===== src/rtl/bus_slave_port.sv =====
// bus_slave_port: bit-serial responder end of the system bus.
// Deserialises an LSB-first address (and, for writes, data) from the master,
// owns a small local register memory, and serialises read data back.
// Optional build macro BUS_SLAVE_PARITY_EN adds an even-parity bit after the
// data bits in both directions and reports bad write parity on s_err.
module bus_slave_port #(
  parameter int ADDR_WIDTH = 4,
  parameter int DATA_WIDTH = 8
) (
  input  logic clk,
  input  logic reset,
  input  logic slave_select,
  input  logic m_valid,
  input  logic m_rw,
  input  logic m_dout,
  output logic s_ready,
  output logic s_dout,
  output logic s_dout_valid,
  output logic s_done,
  output logic s_err
);

`ifdef BUS_SLAVE_PARITY_EN
  localparam int PAR_BITS = 1;
`else
  localparam int PAR_BITS = 0;
`endif
  localparam int WORD_BITS = DATA_WIDTH + PAR_BITS;
  localparam int MAX_BITS  = ((ADDR_WIDTH > DATA_WIDTH) ? ADDR_WIDTH : DATA_WIDTH) + PAR_BITS;
  localparam int CW        = $clog2(MAX_BITS + 1);
  localparam int DEPTH     = 1 << ADDR_WIDTH;
  localparam logic [CW-1:0] ADDR_LAST = CW'(ADDR_WIDTH - 1);
  localparam logic [CW-1:0] WORD_LAST = CW'(WORD_BITS - 1);

  typedef enum logic [2:0] {IDLE, ADDR, WDATA, RLAT, RDATA, DONE} state_t;

  state_t                 state_q, state_d;
  logic [CW-1:0]          cnt_q, cnt_d;
  logic [ADDR_WIDTH-1:0]  addr_q, addr_d;
  logic [WORD_BITS-1:0]   wdata_q, wdata_d;
  logic [WORD_BITS-1:0]   rdata_q, rdata_d;
  logic                   rw_q, rw_d;
  logic [DATA_WIDTH-1:0]  mem_q [DEPTH];
  logic                   wr_err;

  // A write whose received word (data plus parity) has odd parity is rejected
`ifdef BUS_SLAVE_PARITY_EN
  assign wr_err = ^wdata_q;
`else
  assign wr_err = 1'b0;
`endif

  // Transaction registers; reset wins over everything, discarding partial work
  always_ff @(posedge clk) begin
    if (reset) begin
      state_q <= IDLE;
      cnt_q   <= '0;
      addr_q  <= '0;
      wdata_q <= '0;
      rdata_q <= '0;
      rw_q    <= 1'b0;
    end else begin
      state_q <= state_d;
      cnt_q   <= cnt_d;
      addr_q  <= addr_d;
      wdata_q <= wdata_d;
      rdata_q <= rdata_d;
      rw_q    <= rw_d;
    end
  end

  // Local memory: a write commits on the edge leaving DONE, so a read that
  // follows immediately already sees the new word
  always_ff @(posedge clk) begin
    if (reset) begin
      for (int i = 0; i < DEPTH; i++) mem_q[i] <= '0;
    end else if (state_q == DONE && rw_q && !wr_err) begin
      mem_q[addr_q] <= wdata_q[DATA_WIDTH-1:0];
    end
  end

  // Next-state logic: shift in address/data on accepted bits, shift out read
  // data without backpressure, and bail to IDLE whenever the grant drops
  always_comb begin
    state_d = state_q;
    cnt_d   = cnt_q;
    addr_d  = addr_q;
    wdata_d = wdata_q;
    rdata_d = rdata_q;
    rw_d    = rw_q;
    case (state_q)
      IDLE: begin
        if (slave_select && m_valid) begin
          rw_d    = m_rw;
          cnt_d   = '0;
          state_d = ADDR;
        end
      end
      ADDR: begin
        if (!slave_select) begin
          state_d = IDLE;
        end else if (m_valid) begin
          addr_d = {m_dout, addr_q[ADDR_WIDTH-1:1]};
          if (cnt_q == ADDR_LAST) begin
            cnt_d   = '0;
            state_d = rw_q ? WDATA : RLAT;
          end else begin
            cnt_d = cnt_q + 1'b1;
          end
        end
      end
      WDATA: begin
        if (!slave_select) begin
          state_d = IDLE;
        end else if (m_valid) begin
          wdata_d = {m_dout, wdata_q[WORD_BITS-1:1]};
          if (cnt_q == WORD_LAST) begin
            cnt_d   = '0;
            state_d = DONE;
          end else begin
            cnt_d = cnt_q + 1'b1;
          end
        end
      end
      RLAT: begin
        if (!slave_select) begin
          state_d = IDLE;
        end else begin
`ifdef BUS_SLAVE_PARITY_EN
          rdata_d = {^mem_q[addr_q], mem_q[addr_q]};
`else
          rdata_d = mem_q[addr_q];
`endif
          cnt_d   = '0;
          state_d = RDATA;
        end
      end
      RDATA: begin
        if (!slave_select) begin
          state_d = IDLE;
        end else begin
          rdata_d = rdata_q >> 1;
          if (cnt_q == WORD_LAST) begin
            cnt_d   = '0;
            state_d = DONE;
          end else begin
            cnt_d = cnt_q + 1'b1;
          end
        end
      end
      DONE: begin
        state_d = IDLE;
      end
      default: begin
        state_d = IDLE;
      end
    endcase
  end

  // Status and serial outputs decoded from the state register; valid is
  // gated by the grant so it drops in the very cycle the master is deselected
  always_comb begin
    s_ready      = (state_q == IDLE);
    s_dout_valid = (state_q == RDATA) && slave_select;
    s_dout       = s_dout_valid && rdata_q[0];
    s_done       = (state_q == DONE);
    s_err        = (state_q == DONE) && rw_q && wr_err;
  end

endmodule


===== config.mk =====
export PLATFORM = sky130hd
export DESIGN_NAME = bus_slave_port
export DESIGN_NICKNAME = d
export VERILOG_FILES = /design/src/rtl/bus_slave_port.sv
export SDC_FILE = /design/constraint.sdc
export NUM_CORES = 1
export LEC_CHECK = 0
export ABC_AREA = 1
export BUFFER_PORTS_ARGS = -buffer_cell sky130_fd_sc_hd__buf_4
export CORE_MARGIN = 2
export CORE_UTILIZATION = 35
export DETAILED_ROUTE_END_ITERATION = 10
export SETUP_SLACK_MARGIN = 0.5
export SYNTH_ARGS = -nofsm -noshare
export SYNTH_HDL_FRONTEND = slang
export SYNTH_SLANG_ARGS = --single-unit

===== constraint.sdc =====
create_clock -name clk -period 1.5 [get_ports clk]
set_input_delay 0.3 -clock clk [delete_from_list [all_inputs] [get_ports clk]]
set_output_delay 0.3 -clock clk [all_outputs]
set_load 0.1 [all_outputs]

# Word-level counts from Yosys, hierarchy flattened
# Memory sizes are Yosys's and may differ from the RTL's. A register that Yosys moved wholly into a read port is not among the register bits.
# Cells that the tools add are included.
dict set report op_classes {
  n_addsub 1
  n_mul 0
  div_mod_pow 0
  magnitude_cmp 0
  n_eq_ne 17
  n_shift 0
  muxes 34
  bitwise_logic 0
  n_reduce_logical 14
}
# op count
set ops {}
lappend ops {{4-bit two-way mux} 12}
lappend ops {{3-bit two-way mux} 9}
lappend ops {{8-bit two-way mux} 3}
lappend ops {{4-bit case mux with 5 select lines} 1}
lappend ops {{8-bit case mux with 2 select lines} 1}
lappend ops {{3-bit case mux with 5 select lines} 1}
lappend ops {{2-bit inequality test (second input constant)} 6}
lappend ops {{3-bit inequality test (second input constant)} 3}
lappend ops {{3-bit AND reduction} 3}
lappend ops {{8-bit AND reduction} 1}
lappend ops {{8-bit OR reduction} 1}
lappend ops {{1-bit two-way mux} 7}
lappend ops {{3-bit by 2-bit == test with 1-bit output (second input constant)} 2}
lappend ops {{3-bit == test (second input constant)} 2}
lappend ops {{5-bit nonzero test} 1}
lappend ops {{4-bit by 1-bit adder with 4-bit output (second input constant)} 1}
lappend ops {{4-bit by 2-bit == test with 1-bit output (second input constant)} 1}
lappend ops {{4-bit by 3-bit == test with 1-bit output (second input constant)} 1}
lappend ops {{1-bit logical AND} 4}
lappend ops {{4-bit AND reduction} 1}
lappend ops {{3-bit by 1-bit == test with 1-bit output (second input constant)} 1}
lappend ops {{3-bit logical NOT} 1}
lappend ops {{2-bit by 1-bit inequality test with 1-bit output (second input constant)} 1}
lappend ops {{2-bit AND reduction} 1}
lappend ops {{2-bit nonzero test} 1}
dict set report totals {
  ff_bits 28
  latchBits 0
  mem_bits_rw 128
  rom_bits 0
  inputBits 6
  out_inout_bits 5
  n_memories 1
}
# name words width read_ports rd_clocked_by_memory_dff wr line_no
set mem_list {}
lappend mem_list {mem_q 16 8 1 1 16 43} ;# logic [DATA_WIDTH-1:0] mem_q [DEPTH];

# Longest topological paths before layout
dict set report logic_depth {
  depth_word 7
  depth_mapped 11
  depth_no_buf 9
}

# Worst setup path before layout
# Ideal clock, no wire load.
dict set report synth_timing {
  kind {reg2reg}
  from {register state_q[2]}
  to {memory mem_q[8][0], enable pin}
  setup_time_ns 0.329
  t_arrival_ns 2.730
  t_required_ns 1.171
  path_slack_ns -1.559
  stages_incl_launch_ff 7
  path_buffers 0
  cell_sequence {dfxtp_1 -> inv_1 -> nor3_2 -> nand3_2 -> nor3_4 -> nand2_1 -> nand2_1}
}
# element line_no
set synth_rtl {}
lappend synth_rtl {{from (decl)} 37} ;# state_t state_q, state_d;
lappend synth_rtl {{from (signal assigned)} 63} ;# state_q <= state_d;
lappend synth_rtl {{to (decl)} 43}

# Worst setup path after layout
dict set report layout_timing {
  from {register state_q[0]}
  to {output s_dout}
}
dict set report layout_via {
  elab_chain_cells 3
}
# element line_no
set layout_lines {}
lappend layout_lines {{3-bit == test} 164} ;# s_dout_valid = (state_q == RDATA) && slave_select;
lappend layout_lines {{1-bit logical AND} 164}
lappend layout_lines {{1-bit logical AND} 165} ;# s_dout = s_dout_valid && rdata_q[0];
lappend layout_lines {{to (decl)} 17} ;# output logic s_dout,
# Every way passes these cells.

==> results.cfg <==
[floorplanning]
dieArea_mm2 = 0.02239
row_count = 53
initial_utilization_pct = 35.53
io_pins = 11
die_h_um = 149.6
fp.dieW_um = 149.6
design.core.area_mm2 = 0.02089

[logic_synthesis]
syn_nets = 872
avgSynthCellArea_um2 = 8.580
netlist_instances = 865
synth-seq-area-share_pct = 60.42
syn-cell-area_mm2 = 0.007422
ys_warn_count = 0
synth-seq-cells = 160
netlist-cell-type-count = 22

[power]
power.total_w = 0.01392
power.density_mw_per_mm2 = 1203
p_leak_nw = 4.279
vdd.ir_drop.worst_v = 0.0007616

[outcome]
violations = setup timing
status = finished, violations left

[critical_path]
cp-end-kind = primary output
crit_arrival_ns = 1.51
worstSetupPathType = flop to primary output
crit_path_start_kind = flop
r2r-start = state_q[1]$_SDFFE_PP0P_
r2r-end = mem_q[6][2]$_SDFFCE_PN0P_
reg2regPathDepth = 8
critPathMaxStageDelay_ns = 0.36
cpMostUsedCell = nor2_4
rrSetupSlack_ns = -0.29
required_ns = 1.20
path_cells = buf_6 -> nor2_4 -> nand2_2 -> inv_2 -> nand2_4 -> nor2_4 -> buf_12
cp_slowest_cell = dfxtp_4
cp_top_family = buffers and inverters
critPathBufInv = 3
cp_max_fo = 3

[route]
drc = 0
drtAntennaViolNets = 0
drt_iter0_drc = 591
wl_mm = 22.60
post_drt_wl_per_cell_um = 18.21
via_per_inst = 5.120
num_vias = 6354
dr.pass1.iters = 5

[worst_hold_path]
min_to = rw_q$_SDFFE_PP0P_
hold_path.startpoint = m_rw
hold_depth = 3
min_path_type = input port to flop

[cells_and_area]
final_common_cell = nand2_1
syn2layout_area_growth_pct = 55.82
fin_cells = 1241
final_cell_mix = nand2_1, edfxtp_1, nor2_4
drive_gt1_share_pct = 45.34
num_antenna_cells = 0
fin_area_mm2 = 0.01156
final_nets = 960

[timing]
hold_viol_final = 0
relSlewSlack_pct = 55.94
setup_viol = 271
fin_crit_sh_pct = 120.8
drv_slew = 0
layout_min_cycle_time_ns = 1.812
grt_setup_unrepaired = yes
fmax_mhz = 551.7
whs_ns = 0.1472
clock_skew_ns = 0.01285
worst_slack_ns = -0.3125
worstMarginPinSlew_ns = 0.6609

[global_route]
grt_pass1_wl_mm = 31.54
antenna_found_initial = 0
grt_max_degree = 34
overflow = 0
grt_util_all_layers_pct = 18.85
grt_pass1_vias = 5781

[clock_tree]
ctsRootBufferMaster = clkbuf_16
cts_buffer_depth = 2
cts_tree = done
worstSkewPairLatency_ns = 0.44
clk_pin_slew_worst_paths_ns = 0.06
cts.sinks = 160
htree_levels = 4
cts_buffers = 17

[placement]
portBuffers = 9
hpwl_mm = 12.38
place_area_mm2 = 0.008371
place_ws_ns = -0.1685
place_congestion = 0.8338
dp.cells = 1173

[job]
drv_cap = 0
-- cell type report --
class / instances / area [µm²]
fill: 1644 / 9324
sequential: 160 / 4494
multi-input combinational: 564 / 4163
timing repair buffer: 109 / 1528
clock buffer: 18 / 429.2
inverter: 101 / 424.2
tap: 275 / 344.1
clock inverter: 14 / 182.7
-- registers in the layout, indices dropped and copies added, names as in the netlist, named ones only --
name     flops
mem_q      128
rdata_q      8
wdata_q      8
addr_q       4
cnt_q        4
state_q      3
rw_q         1
-- stage by stage --
| step | setup TNS (ns) | utilization [%] |
|---|---|---|
| floorplan | -186.53 | - |
| global placement | -11.85 | 40.07 |
| detailed placement | -18.82 | 40.07 |
| CTS | -36.05 | 48.51 |
| global route | -78.40 | 55.36 |
| finish | -57.95 | 55.36 |
-- per-layer routing --
layer	track usage, %	part of all wire (%)	vias to the layer above	wire length (µm)
met5	0	0	-	0
met4	6.762	2.2	0	493
met3	3.902	5.6	29	1269
met2	29.31	50	229	11340
met1	26.11	42	3092	9505
li1	-	-	3004	-
-- report_power, final --
part	switching (W)	internal (W)	leakage (nW)
sequential	0.000166	0.00505	1.58
clock	0.00188	0.00265	0.293
combinational	0.00254	0.00163	2.40
total	0.00459	0.00933	4.28
-- kinds of logic (layout without fill, tap and decap cells) --
| kind of cell | count (synthesis) | count (layout) | synth area share (%) |
|---|---|---|---|
| fa+ha+maj | 1 | 1 | 0.1686 |
| buf+inv | 141 | 242 | 7.249 |
| simple gates | 492 | 492 | 27.17 |
| compound gates | 69 | 69 | 4.821 |
| other cells | 1 | 1 | 0.05052 |
| flops | 160 | 160 | 60.42 |
| xor+xnor | 1 | 1 | 0.1180 |
-- synthesized netlist by cell type --
cell type / n / share of area, %
o211ai_1: 3 / 0.30
inv_1: 89 / 4.5
clkinv_1: 11 / 0.56
clkbuf_1: 32 / 1.6
edfxtp_1: 128 / 52
nor3_2: 3 / 0.40
o21ai_0: 34 / 2.3
a21oi_1: 30 / 2.0
nand3_2: 3 / 0.40
nand3_1: 96 / 6.5
conb_1: 1 / 0.051
dfxtp_1: 32 / 8.6
nor3_4: 1 / 0.22
inv_2: 1 / 0.051
buf_4: 1 / 0.10
ha_1: 1 / 0.17
buf_1: 3 / 0.15
nand2_1: 237 / 12
xor2_1: 1 / 0.12
nor2_1: 152 / 7.7
buf_2: 4 / 0.27
a211oi_1: 2 / 0.20
-- worst reg2reg max path: stages, from the launching register on --
cell     delay [ns]
dfxtp_2        0.33
buf_6          0.11
nor3_4         0.22
nand3_4        0.15
buf_12         0.17
nor3_4         0.21
buf_6          0.16
nand2_8        0.06
nand2_8        0.09
-- worst max path at each step --
stage	from	endpoint	slack, ns	depth (start not counted)
floorplan	state_q[0]$_SDFFE_PP0P_	mem_q[10][0]$_SDFFCE_PN0P_	-0.94	6
global placement	state_q[0]$_SDFFE_PP0P_	mem_q[10][6]$_SDFFCE_PN0P_	-0.13	6
detailed placement	state_q[0]$_SDFFE_PP0P_	mem_q[10][6]$_SDFFCE_PN0P_	-0.17	6
CTS	state_q[0]$_SDFFE_PP0P_	s_dout	-0.30	7
global route	state_q[1]$_SDFFE_PP0P_	s_dout	-0.38	7
finish	state_q[0]$_SDFFE_PP0P_	s_dout	-0.31	7
-- what timing repair did --
action                     CTS  global route
setup buffers               11            10
hold buffers                 0             0
setup endpoints to repair  292           292
pin swaps                   36            53
resized for setup          205           317
cloned                       8             7
No activity file was read; power rests on OpenSTA's default activity.
